### src/rtl/regfile_wb_arbiter.sv
// Write-back controller for a 15-entry register file (r0 hard-wired zero).
// Arbitrates the single write port between the ALU (A) and load (M)
// producers round-robin, registers the winning write, and keeps a
// pending-destination scoreboard that drives the issue-stage hazard stalls.
module regfile_wb_arbiter #(
  parameter int NREG = 15
) (
  input  logic        clk,
  input  logic        reset,
  // ALU producer
  input  logic        a_valid_in,
  input  logic [4:0]  a_addr_in,
  input  logic [31:0] a_data_in,
  output logic        a_ready_out,
  // Load producer
  input  logic        m_valid_in,
  input  logic [4:0]  m_addr_in,
  input  logic [31:0] m_data_in,
  output logic        m_ready_out,
  // Register file write port
  output logic        reg_w_out,
  output logic [4:0]  reg_addr_w_out,
  output logic [31:0] reg_data_w_out,
  // Issue stage
  input  logic        iss_valid_in,
  input  logic [4:0]  iss_addr_in,
  output logic        iss_ready_out,
  input  logic [4:0]  rs_addr_in,
  input  logic [4:0]  rt_addr_in,
  output logic        busy_rs_out,
  output logic        busy_rt_out,
  output logic        addr_err_out
);

  localparam logic [4:0] NREG_ADDR = 5'(NREG);

  // Which producer won the most recent grant; the other one has priority
  // the next time both request.
  typedef enum logic {
    PORT_A = 1'b0,
    PORT_M = 1'b1
  } port_e;

  port_e       last_reg, last_next;

  logic        w_reg, w_next;
  logic [4:0]  addr_reg, addr_next;
  logic [31:0] data_reg, data_next;
  logic        err_reg, err_next;

  logic [NREG:1] pend_reg, pend_next;

  logic        grant_a, grant_m, any_grant;
  logic [4:0]  sel_addr;
  logic [31:0] sel_data;
  logic        sel_in_range, sel_too_high, iss_too_high;

  // One-hot decodes of every address that touches the scoreboard.
  // Addresses 0 and > NREG decode to all-zero, so they never stall,
  // never report busy and never set or clear a pending bit.
  logic [NREG:1] iss_dec, rs_dec, rt_dec, clr_dec, set_dec;

  genvar gi;
  generate
    for (gi = 1; gi <= NREG; gi++) begin : g_pend
      assign iss_dec[gi]   = (iss_addr_in    == 5'(gi));
      assign rs_dec[gi]    = (rs_addr_in     == 5'(gi));
      assign rt_dec[gi]    = (rt_addr_in     == 5'(gi));
      // A committing write retires its destination at the same edge the
      // file captures the data.
      assign clr_dec[gi]   = w_reg & (addr_reg == 5'(gi));
      assign set_dec[gi]   = iss_valid_in & iss_ready_out & iss_dec[gi];
      // A new dispatch to the same register outranks the retiring write.
      assign pend_next[gi] = set_dec[gi] | (pend_reg[gi] & ~clr_dec[gi]);
    end
  endgenerate

  // Hazard outputs depend only on the scoreboard and the issue-stage
  // addresses, never on the write-port registers' outputs.
  assign iss_ready_out = ~|(pend_reg & iss_dec);
  assign busy_rs_out   =  |(pend_reg & rs_dec);
  assign busy_rt_out   =  |(pend_reg & rt_dec);

  // Zero-cycle round-robin grant: a lone requester always wins; on a tie
  // the port that did not win last time goes first.
  always_comb begin
    grant_a = 1'b0;
    grant_m = 1'b0;
    if (a_valid_in && (!m_valid_in || last_reg == PORT_M)) begin
      grant_a = 1'b1;
    end else if (m_valid_in) begin
      grant_m = 1'b1;
    end
  end

  assign a_ready_out = grant_a;
  assign m_ready_out = grant_m;
  assign any_grant   = grant_a | grant_m;

  assign sel_addr     = grant_a ? a_addr_in : m_addr_in;
  assign sel_data     = grant_a ? a_data_in : m_data_in;
  assign sel_in_range = (sel_addr != 5'd0) && (sel_addr <= NREG_ADDR);
  assign sel_too_high = sel_addr > NREG_ADDR;
  assign iss_too_high = iss_addr_in > NREG_ADDR;

  // Next-state for the arbiter pointer, write-port registers and error flag.
  always_comb begin
    last_next = last_reg;
    w_next    = 1'b0;
    addr_next = addr_reg;
    data_next = data_reg;
    err_next  = err_reg;

    if (grant_a) begin
      last_next = PORT_A;
    end else if (grant_m) begin
      last_next = PORT_M;
    end

    // Writes to r0 or beyond the file are consumed silently; the address
    // and data outputs keep showing the last real write.
    if (any_grant && sel_in_range) begin
      w_next    = 1'b1;
      addr_next = sel_addr;
      data_next = sel_data;
    end

    if ((any_grant && sel_too_high) || (iss_valid_in && iss_too_high)) begin
      err_next = 1'b1;
    end
  end

  // State register; reset discards any write in flight and all pending bits.
  always_ff @(posedge clk) begin
    if (reset) begin
      last_reg <= PORT_M;
      w_reg    <= 1'b0;
      addr_reg <= 5'd0;
      data_reg <= 32'd0;
      err_reg  <= 1'b0;
      pend_reg <= '0;
    end else begin
      last_reg <= last_next;
      w_reg    <= w_next;
      addr_reg <= addr_next;
      data_reg <= data_next;
      err_reg  <= err_next;
      pend_reg <= pend_next;
    end
  end

  assign reg_w_out      = w_reg;
  assign reg_addr_w_out = addr_reg;
  assign reg_data_w_out = data_reg;
  assign addr_err_out   = err_reg;

endmodule

### config.mk
export PLATFORM = sky130hd
export DESIGN_NAME = regfile_wb_arbiter
export DESIGN_NICKNAME = d
export VERILOG_FILES = /design/src/rtl/regfile_wb_arbiter.sv
export SDC_FILE = /design/constraint.sdc
export NUM_CORES = 1
export LEC_CHECK = 0
export ABC_CLOCK_PERIOD_IN_PS = 1900
export BUFFER_PORTS_ARGS = -buffer_cell sky130_fd_sc_hd__buf_2
export CAP_MARGIN = 20
export CORE_MARGIN = 1.5
export CORE_UTILIZATION = 30
export DETAILED_ROUTE_END_ITERATION = 12
export GPL_ROUTABILITY_DRIVEN = 0
export GPL_TIMING_DRIVEN = 0
export PLACE_DENSITY = 0.54
export SYNTH_ARGS = -nofsm -noshare
export SYNTH_HDL_FRONTEND = slang
export SYNTH_SLANG_ARGS = --single-unit
### constraint.sdc
create_clock -name clk -period 1.9 [get_ports clk]
set_input_delay 0.285 -clock clk [delete_from_list [all_inputs] [get_ports clk]]
set_output_delay 0.285 -clock clk [all_outputs]
set_load 0.01 [all_outputs]
Word level (Yosys, flattened, before mapping) --
Index checks and enable logic that the tools add are counted.
Word-level totals: register bits after elaboration 55, output and inout port bits 44
Operators by class: magnitude comparators 3, reduce and logical (&&, ||, !) cells 14, mux-type cells 8, equality and inequality tests 60, bitwise gates (word level) 80
Operator list (number):
- 5-bit by 4-bit == test with 1-bit output (second input constant) | 32
- 5-bit by 3-bit == test with 1-bit output (second input constant) | 16
- 1-bit AND | 46
- 15-bit AND | 3
- 15-bit OR reduction | 3
- 5-bit by 2-bit == test with 1-bit output (second input constant) | 8
- 32-bit 2-to-1 mux | 1
- 5-bit by 1-bit == test with 1-bit output (second input constant) | 4
- 1-bit bitwise OR | 16
- 1-bit NOT | 15
- 5-bit by 4-bit > comparator with 1-bit output (second input constant) | 2
- 1-bit 2-to-1 mux | 6
- 5-bit by 4-bit less-or-equal comparator with 1-bit output (second input constant) | 1
- 1-bit logical AND | 5
- 5-bit 2-to-1 mux | 1
- 5-bit nonzero test | 1
- 1-bit logical NOT | 2
- 1-bit logical OR | 2
- 2-bit nonzero test | 1

Logic depth before layout (Yosys ltp) --
Gate-level depths: netlist of the first run.
depth after elaboration 9, depth in mapped cells 7, mapped depth without buffers 4

Least setup slack after synthesis of the first run --
Ideal clock, no wire load.
path kind input to output, from in rs_addr_in[0], to out busy_rs_out, data arrival time 1.400 ns, buffers on the path 1, setup slack 0.215 ns, stages on the path 5, cell sequence clkbuf_1 > mux2_2 > a221o_1 > nand3_1 > a31oi_1
Between the ends: word-level cells in the longest chain between the ends 3, elaborated cells between the ends (all ways) 17, those cells by class eq/ne: 15; bitwise: 1; reduce/logical: 1
RTL lines:
- start: declaration | RTL line 28 | input logic [4:0] rs_addr_in,
- 5-bit by 1-bit == test with 1-bit output (tied with other cells) | RTL line 67 | assign rs_dec[gi] = (rs_addr_in == 5'(gi));
- 15-bit AND (*) | RTL line 81 | assign busy_rs_out = |(pend_reg & rs_dec);
- 15-bit OR reduction (*) | RTL line 81
- end: declaration | RTL line 30 | output logic busy_rs_out,
Every way passes the cells marked *; elsewhere a longest branch is shown, timed or not.

Worst setup path after layout of the first run --
from reg pend_reg[13] in the netlist's numbering, to out iss_ready_out
Between the ends: word-level cells in the longest chain between the ends 3
RTL lines:
- start: declaration | RTL line 51 | logic [NREG:1] pend_reg, pend_next;
- start signal: assignment | RTL line 148 | pend_reg <= pend_next;
- 15-bit AND | RTL line 80 | assign iss_ready_out = ~|(pend_reg & iss_dec);
- 15-bit OR reduction | RTL line 80
- 1-bit logical NOT | RTL line 80
- end: declaration | RTL line 27 | output logic iss_ready_out,
No other way between the ends.

==> summary.md, run 1 <==
OpenSTA, run right after detailed placement, puts the worst setup slack at -176.7 ps. In this run the remaining antenna-violating nets after routing total 0. The number of antenna violations at the first check in global routing is 0, and the share of the synthesized area in the top cell type is 0.3573. For this design the ratio of total power to cell area is 674.7 nW/um^2. The worst hold path begins at m_data_in[17]. In this run, synthesis inferred 0 flip-flops with an integrated enable. For the total via count after detailed routing, the log shows 3526. The die area came out at 10890 sq um.

The most critical setup path has its startpoint at pend_reg[13]. After clock tree synthesis, the clock-pin slew on the worst setup and hold paths is 110 ps. The compound-gate portion of the synthesized area was 0.2140; the final-layout fill cell count was 1071. The area of the multi-input gates was 1799 sq um.

STA classifies the critical path startpoint as a flip-flop. The ratio of final minimum period to clock period is 1.022. The leakage power summed over all cells is 1.738 nW. By area the synthesized netlist is led by sky130_fd_sc_hd__dfxtp_1, sky130_fd_sc_hd__a311oi_1, sky130_fd_sc_hd__nand3_1. At the pin with the least slew margin, the transition time is 787.1 ps. The largest voltage drop on the vdd net is 0.2859 mV.

The critical path class is reg2out. The final-report max-slew violation count was 0. The total nets after synthesis came out at 475. The number of hold buffers added after cts came out at 0.

The top-level I/O count came out at 138. The tools report the relative slew slack as 0.4681. Counting instances in the post-synthesis netlist gives the leading cell types as sky130_fd_sc_hd__dfxtp_1, sky130_fd_sc_hd__nand3_1, sky130_fd_sc_hd__nand2_1.

Summing all flip-flop and latch instances after layout gives 1112 sq um. The multiplexer fraction of the synthesized cell area is 0.05765, and the overall routing resource usage is 0.1957. The count of endpoints failing setup in the final report is 1. The post-synthesis share of cell area spent on full adders, half adders and majority gates was 0. In this run the cell area of the synthesized design comes to 3082 sq um. The checks that failed: negative setup slack. Yosys instantiated no cell more often than sky130_fd_sc_hd__dfxtp_1. The synthesized netlist contains 54 unique library cells. The most instantiated flip-flop cell in the synthesis netlist is sky130_fd_sc_hd__dfxtp_1.

For this run, the top clock speed supported by timing is 0.5151 GHz. Of all cell types, the one taking the most synthesized area is sky130_fd_sc_hd__dfxtp_1. The number of buffers added on ports was 132. STA classifies the critical path endpoint as an output pin. The sequential share of the synthesized area was 0.3573; the sink count of the clock tree was 55. During synthesis, Yosys emitted a total of 0 warnings.

The detailed-route wire length per cell works out to 16.41 um. The initial cell density of the core was 0.3124. TritonCTS built the clock tree.

The count of non-filler cells in the finished layout is 660, and the fraction of synthesized cell area in xor and xnor cells is 0. The tools report the core utilization of the finished layout as 0.4164. The vertical extent of the die works out to 104.4 um.

After synthesis, the largest family of logic cells by area is simple AND/OR/NAND/NOR gates. The run gives 620 as the count of nets after finishing. The final worst slack was -41.35 ps; the number of max-capacitance violations reported was 0. Setup repair after global routing could not meet its margin everywhere. The average instance area after synthesis came out at 8.088 sq um. The H-tree was split into 2 levels. The tools report the global-route wire length before repair as 17390 um.

For the placeable core area, the log shows 9864 sq um. The number of antenna diodes is 0. The logs give 0 for the final count of hold timing violations and 381 for the count of mapped cells out of synthesis. Along the worst path, the maximum fanout reaches 2. The number of flip-flops in the largest register is 32, and the global route total overflow is 0. Smallest hold slack: 223.2 ps.

The post-DP HPWL was 8134 um; the share of synthesized flip-flops with an asynchronous set or reset was 0. The run gives 16.03 ps as the worst-case clock skew. The total number of placement rows is 36. The worst register-to-register path begins at pend_reg[13]. The synthesized design contains 55 register bits. After layout, the design draws a total of 2.772 mW.

The via count of the first global-routing pass is 3478. The tree is rooted in a sky130_fd_sc_hd__clkbuf_8. The worst min-delay path category is in2reg.

The flow ran to the end, but the final reports show violations. The share of cells above drive strength 1 is 0.3529, and the time the final worst path needs with I/O delays and setup is 1941 ps. The number of DRC violations after detailed-routing iteration 0 was 121; the post-detailed-routing wire length was 10830 um. Counting along the longest clock path gives a buffer depth of 2. For the later-pin clock latency in the skew report, the log shows 320 ps. The layout overhead on the synthesized area was 33.29%; the total CTS buffers was 5. At the worst endpoint, the required time is 1620 ps.

In this run the horizontal extent of the chip is 104.4 um. Including well taps, the total number of placed cells is 646. For this run, the detailed router's first-pass iteration total came to 4.

The via count normalized by instance count came out at 5.342. The data arrival at the endpoint of the critical path was 1660 ps. For the pin count of the biggest net entering global routing, the log shows 20.

The fraction of the mapped netlist area in simple logic gates was 0.3122; the remaining routing DRC violations was 0.
-- cells by family (layout without fill, tap and decap cells) --
group	count (synthesis)	in the layout
and+or+nand+nor	184	184
AOI/OAI and AO/OA	83	83
DFF	55	55
buffers and inverters	43	189
muxes	16	16
-- through the flow --
stage / cell area, sq um / setup TNS, ps
after floorplan: 3082 / 0
after global placement: 3909 / -3882
after detailed placement: 3909 / -4793
after CTS: 4051 / -77.25
after global routing: 4108 / -105.1
final: 4108 / -41.35
-- layout make-up --
cell class	instances	share of cell area
multi-input combinational	283	0.4380
clock inverter	2	0.009443
clock buffer	6	0.01767
tap	133	0.04051
inverter	6	0.005483
timing repair buffer	140	0.1754
sequential	55	0.2708
buffer	35	0.04264
-- metal layers --
metal / track usage / wire length [um]
met5: 0 / 0
met4: 0.04266 / 111
met3: 0.05138 / 786
met2: 0.3506 / 5386
met1: 0.2323 / 4548
-- cell usage in the layout, fill, tap and decap left out, types with 4 or more instances in the layout --
| cell type | instances |
|---|---|
| sky130_fd_sc_hd__inv_1 | 6 |
| sky130_fd_sc_hd__o21ai_0 | 8 |
| sky130_fd_sc_hd__nand3_1 | 49 |
| sky130_fd_sc_hd__mux2i_1 | 11 |
| sky130_fd_sc_hd__mux2_2 | 4 |
| sky130_fd_sc_hd__a311oi_1 | 36 |
| sky130_fd_sc_hd__or3_1 | 5 |
| sky130_fd_sc_hd__dfxtp_2 | 6 |
| sky130_fd_sc_hd__nand3b_1 | 7 |
| sky130_fd_sc_hd__clkbuf_2 | 4 |
| sky130_fd_sc_hd__buf_2 | 136 |
| sky130_fd_sc_hd__nand2b_1 | 6 |
| sky130_fd_sc_hd__clkbuf_1 | 19 |
| sky130_fd_sc_hd__dfxtp_1 | 48 |
| sky130_fd_sc_hd__nand2_1 | 48 |
| sky130_fd_sc_hd__buf_4 | 10 |
| sky130_fd_sc_hd__a21oi_1 | 10 |
| sky130_fd_sc_hd__nor2_1 | 7 |
| sky130_fd_sc_hd__nor3_1 | 38 |
| sky130_fd_sc_hd__clkbuf_8 | 5 |
-- worst paths after layout --
kind	depth (start not counted)	endpoint	slack (ps)
setup / recovery	4	iss_ready_out	-40
hold reg to reg	2	pend_reg[9]	520
setup reg to reg	5	pend_reg[13]	70
hold / removal	3	reg_data_w_out[17]	220
-- worst max-delay path, cell delays in order (launching register included) --
cell and delay, ps:
sky130_fd_sc_hd__dfxtp_4 360, sky130_fd_sc_hd__mux4_2 490, sky130_fd_sc_hd__a22oi_1 160, sky130_fd_sc_hd__a2bb2oi_1 180, sky130_fd_sc_hd__buf_2 150
-- power by group --
group          switching [mW]  internal (mW)
registers              0.0525           1.24
logic                   0.373          0.296
clock network           0.415          0.399
total                   0.841           1.93
-- timing repair --
item,CTS,global route
gates resized for setup,7,19
pin swaps,2,3
buffers inserted,3,5
endpoints found under the setup margin,31,34
Note: power is estimated with default switching activity, not from simulation.
==> run 2: changes to the inputs <==
- ABC_CLOCK_PERIOD_IN_PS: 1900 -> 2150
- GPL_ROUTABILITY_DRIVEN: 0 -> unset
- clock period: 1.9 -> 2.15 ns (I/O delays scaled with it)
==> run 2 against run 1 <==
The run now ends clean; highest routed layer unchanged; routed wire length decreased by 1.3%; global-route usage decreased by 0.12 points; combinational power decreased by 14%; largest cell class unchanged; critical endpoint unchanged; non-clock buffer count decreased by 7.
==> summary.md, run 2 (synthesized netlist as in run 1, its figures left out) <==
The setup path with the least slack is of type reg2out. In this run the number of H-tree levels came out at 2. The clock drives 55 sinks. Final-layout fill cell count: 1070. The logs give 0 for the number of antenna-violating nets in the routed design and 1.692 mW for the internal power consumption.

The fraction of power consumed by combinational cells came out at 0.236. Post-cts resize count: 0. For the power share of the sequential group, the log shows 0.470.

The worst-case clock skew was 14.78 ps. The post-detailed-routing wire length was 10690 um; the later-pin clock latency in the skew report was 310 ps. In the final timing run, aggregate negative setup slack is 0 ps.

Tracing the worst setup path back leads to its startpoint at pend_reg[13]. Based on the critical path, the design can be clocked at up to 0.4996 GHz. The number of DRC violations after detailed-routing iteration 0 was 128; the relative slew slack was 0.4696. Total power of the final layout: 2.425 mW.

The overall routing resource usage was 0.1945; the maximum count of clock buffers along a single path was 2. The leakage power summed over all cells came out at 1.677 nW. Startpoint type of the worst setup path: a flip-flop. The run gives 9864 sq um as the placeable core area. The floorplan has 36 rows. The run gives 653 as the count of non-filler cells in the finished layout. Dividing the detail-routed wire length by the instance count gives 16.38 um. After clock tree synthesis, the clock-pin slew on the worst setup and hold paths is 110 ps. The via count normalized by instance count works out to 5.358.

The tools report the launch point of the worst reg-to-reg path as last_reg. The layout overhead on the synthesized area works out to 30.33%. The share of cells above drive strength 1 works out to 0.3212. The number of max-capacitance violations reported was 0; the fraction of power spent switching nets was 0.3024. For the number of detailed-routing iterations run before antenna repair, the log shows 4.

The data arrival at the endpoint of the critical path was 1680 ps. The run gives 8134 um as the post-DP HPWL. TritonCTS built the clock tree.

The floorplan step defined a die boundary enclosing 10890 sq um. The number of antenna diodes was 0. After detailed placement, the design holds a cell count of 646. The run gives 3499 as the total via count after detailed routing. The remaining routing DRC violations is 0. Leaving out fill and tap cells, the most frequent cells in the layout are sky130_fd_sc_hd__buf_2, sky130_fd_sc_hd__dfxtp_1, sky130_fd_sc_hd__nand3_1. The initial cell density of the core is 0.3124, and the endpoint required time on the critical path is 1830 ps. The logs give 138 for the top-level I/O count and 0 for the final-report max-slew violation count. Setup violations remaining at the end of the flow were counted as 0. The clock period could shrink to 2001 ps. After the last flow step, the layout net total stands at 613.

Global routing finished with a remaining overflow of 0. The min-delay analysis places its worst path in the category in2reg. The final count of hold timing violations was 0.

The register with the most flip-flops in the layout has 32 of them. Measured along the x axis, the die boundary spans 104.4 um. The number of hold buffers added after cts was 0.

The pin count of the biggest net entering global routing is 20. The library cell used most frequently in the layout, excluding fill and tap cells, is sky130_fd_sc_hd__buf_2. The run gives 5 as the total CTS buffers.

The signal on the critical path passes through mux4_2, a22oi_1, a2bb2oi_1, buf_2. The root buffer selected by CTS is sky130_fd_sc_hd__clkbuf_8. The final weighted congestion in routability-driven placement was 0.8345; the global-route wire length before repair was 17290 um. For this design, the slowest cell found on the critical path is sky130_fd_sc_hd__mux4_2. The number of antenna violations at the first check in global routing came out at 0. Ratio of final minimum period to clock period: 0.9309. Portion of total power attributed to the clock network: 0.294. The largest voltage drop on the vdd net was 0.2447 mV; the switching power summed over all nets was 733.4 uW.

On the worst path, the slowest cell contributes a delay of 510 ps. The number of buffers added on ports works out to 132. The flow ran to the end, and the final reports show no timing, DRC or antenna violations. The via count of the first global-routing pass is 3446. Measured along the y axis, the die boundary spans 104.4 um. The slew of the pin with the lowest slew margin came out at 784.8 ps. The capturing element type of the critical path is an output pin. For this design the ratio of total power to cell area is 603.9 nW/um^2. Setup repair after global routing left no endpoint under its margin. Along the worst path, the maximum fanout reaches 4.

In this run the post-CTS setup repair buffer count came out at 0. Worst min-delay path startpoint: m_data_in[1].
[run 2: final timing paths]
path | depth (start not counted) | to | slack, ps
setup / recovery | 4 | iss_ready_out | 150
hold / removal | 3 | reg_data_w_out[1] | 260
setup reg to reg | 5 | reg_data_w_out[29] | 210
hold reg to reg | 2 | addr_err_out | 540
[run 2: metal layers]
metal	global-route usage	vias to the layer above	routed length [um]
met5	0	-	0
met4	0.04266	0	109
met3	0.05138	8	782
met2	0.3454	147	5341
met1	0.2331	1625	4461
li1	-	1719	-
[run 2: worst max-delay path: cells and delay by family, from the launching register on]
family | cells | cell delay (ps)
buffers and inverters | 1 | 150
muxes | 1 | 510
DFF | 1 | 370
AOI/OAI and AO/OA | 2 | 340
[run 2: power by group through the flow]
stage / clock network [mW] / registers (mW) / logic [mW]
6_report: 0.713 / 1.14 / 0.573
3_3_place_gp: 0 / 1.16 / 0.574
2_1_floorplan: 0 / 1.19 / 0.294
5_1_grt: 0.764 / 1.15 / 0.639
4_1_cts: 0.732 / 1.14 / 0.578
3_5_place_dp: 0 / 1.16 / 0.578
[run 2: final cells by class]
class	count	area, sq um	area share
repair buffers	132	660.6	0.1645
flip-flops and latches	55	1101	0.2741
plain buffers	36	155.1	0.03863
well taps	133	166.4	0.04143
clock inverters	2	38.79	0.009657
inverters	6	22.52	0.005607
multi-input cells	283	1799	0.4480
clock buffers	6	72.57	0.01807
[run 2: metrics by stage]
| stage | util | hold slack (ps) | setup WS, ps | cell area [sq um] |
|---|---|---|---|---|
| after floorplan | - | 466.7 | 390.4 | 3082 |
| after global placement | 0.3962 | 510.1 | 69.12 | 3909 |
| after detailed placement | 0.3962 | 521.6 | 35.80 | 3909 |
| after CTS | 0.4072 | 249.5 | 101.7 | 4016 |
| after global routing | 0.4072 | 258.2 | 10.62 | 4016 |
| final | 0.4072 | 259.8 | 148.5 | 4016 |
==> run 3: changes to the inputs <==
- CAP_MARGIN: 20 -> unset
- GPL_TIMING_DRIVEN: 0 -> unset
==> run 3 against run 2 <==
Clock power is 9.4% lower; routed wire length decreased by 2.3%; non-clock buffer count is 19 lower; cell count is 2.9% lower; flip-flop and latch count is the same; worst setup slack worse by 11 ps; maximum frequency decreased by 0.52%; critical path depth unchanged; core utilization shrank 0.33 points; die area unchanged; critical endpoint unchanged; cell area decreased by 0.81%; register-to-register slack improved by 120 ps.
==> summary.md, run 3 (synthesized netlist as in run 1, its figures left out) <==
The flow ran to the end, and the final reports show no timing, DRC or antenna violations. Setup repair after global routing left no endpoint under its margin. The routed layout has 3438 vias. The pin count of the biggest net entering global routing is 37, and the relative slew slack is 0.6713. The final count of hold timing violations was 0. The worst-case clock skew is 10.52 ps, and the number of buffers added on ports is 137. At the worst endpoint, the required time is 1830 ps. The routed design could run at a clock period as short as 2012 ps.

For this design the ratio of total power to cell area is 590.7 nW/um^2. The clock drives 55 sinks. Across the run, the number of max-cap violations was 0.

The area of all placed cells without fillers is 3984 sq um, and the overall routing resource usage is 0.1920. Via count normalized by instance count: 5.423. The congestion estimate from routability-driven global placement came to 0.8579. The worst setup path is captured at an output pin. Startpoint type of the worst setup path: a flip-flop. The analysis attributes to cell leakage a power of 1.678 nW. The area growth from synthesis to layout is 29.27%.

The final-report max-slew violation count was 0; the slew of the pin with the lowest slew margin was 488.5 ps. Buffers inserted to repair hold after CTS numbered 0. The HPWL after detailed placement is 7414 um. Excluding fillers, the count of instances in the completed layout stands at 634. The via count of the first global-routing pass is 3394, and the final-layout fill cell count is 1031. The highest net fanout along the worst path came out at 4. For this run, the post-layout net count is 594. The vertical extent of the die works out to 104.4 um. The library cells used most frequently in the layout, excluding fill and tap cells, are sky130_fd_sc_hd__buf_2, sky130_fd_sc_hd__dfxtp_1, sky130_fd_sc_hd__nand3_1. The top-level I/O count is 138.

The count of nets left with antenna violations once routing finished came out at 0. Cell depth of the worst flop-to-flop path: 5. The logs give 0 for the number of antenna violations at the first check in global routing and 0 for the post-cts resize count. The library cell used most frequently in the layout, excluding fill and tap cells, is sky130_fd_sc_hd__buf_2. Data arrival at the endpoint of the critical path: 1690 ps. The floorplan has 36 rows. In this run the number of H-tree levels came out at 2. In this run the standard cell core region covers 9864 sq um. For this run, design rule violations remaining after detail routing come to 0. TritonCTS built the clock tree.

The total overflow left after global routing is 0. Initial cell density of the core: 0.3124. The count of endpoints failing setup in the final report is 0, and the die area is 10890 sq um. The post-CTS clock slew at the launch and capture registers of the worst setup and hold paths was 110 ps; the post-detailed-routing wire length was 10450 um. The ratio of final minimum period to clock period was 0.9358; the total placed instance area was 3880 sq um.

The instance count along the most critical hold path works out to 3. Root buffer selected by CTS: sky130_fd_sc_hd__clkbuf_8. The longest clock path from root to sink contains 2 buffers. The share of cells above drive strength 1 was 0.3493.

The repair_antennas step left the layout with diodes totalling 0. Before antenna repair, the detailed router went through 4 iterations. The number of flip-flops in the largest register was 32; the global-route wire length before repair was 17210 um. In the final routed layout, each cell accounts on average for 16.48 um. The detailed router finished its first iteration with 153 violations. Across the VDD grid, the largest voltage drop is 0.2892 mV. In this run the post-CTS setup repair buffer count came out at 0.

In the final timing run, aggregate negative setup slack is 0 ps. The clock reaches the later pin of the worst-skew pair after 300 ps. The total CTS buffers was 5.

Static timing analysis puts the maximum clock frequency at 0.4970 GHz. Once placement completed, the tool counted placed cells totaling 626. The tightest min-delay check is of the in2reg type. Horizontal extent of the die: 104.4 um. The critical path class is reg2out.
## run 3: area by class of cell
| type | instances | area, sq um | area share |
|---|---|---|---|
| multi-input combinational | 283 | 1814 | 0.4554 |
| sequential | 55 | 1101 | 0.2764 |
| timing repair buffer | 149 | 775.7 | 0.1947 |
| tap | 133 | 166.4 | 0.04177 |
| clock buffer | 7 | 96.34 | 0.02418 |
| inverter | 6 | 22.52 | 0.005653 |
| clock inverter | 1 | 7.507 | 0.001884 |
## run 3: where the power goes
part	switching, mW	internal [mW]
combinational	0.314	0.247
sequential	0.0544	1.09
clock	0.352	0.294
## run 3: worst max-delay path: stages, from the launching register on
cell and delay [ps]:
sky130_fd_sc_hd__dfxtp_1 380, sky130_fd_sc_hd__mux4_2 500, sky130_fd_sc_hd__a22oi_1 160, sky130_fd_sc_hd__a2bb2oi_1 200
sky130_fd_sc_hd__buf_2 160
## run 3: metal layers
metal / GRT usage / routed length [um]
met5: 0 / 0
met4: 0.04266 / 67
met3: 0.04449 / 731
met2: 0.3322 / 5149
met1: 0.2409 / 4501
## run 3: through the flow
step           total power [mW]    util  worst slack, ps  hold WS (ps)
2_1_floorplan             1.481       -            390.4         466.7
3_3_place_gp              1.729  0.3933            255.5         522.1
3_5_place_dp              1.731  0.3933            259.8         526.3
4_1_cts                   2.384  0.4039            127.3         254.2
5_1_grt                   2.492  0.4039            34.32         262.8
6_report                  2.353  0.4039            138.0         269.7
## run 3: worst paths after layout
check	to	slack, ps	from
max	iss_ready_out	140	pend_reg[13]
min	reg_data_w_out[16]	270	m_data_in[16]
max reg2reg	reg_addr_w_out[3]	330	last_reg
min reg2reg	last_reg	550	last_reg
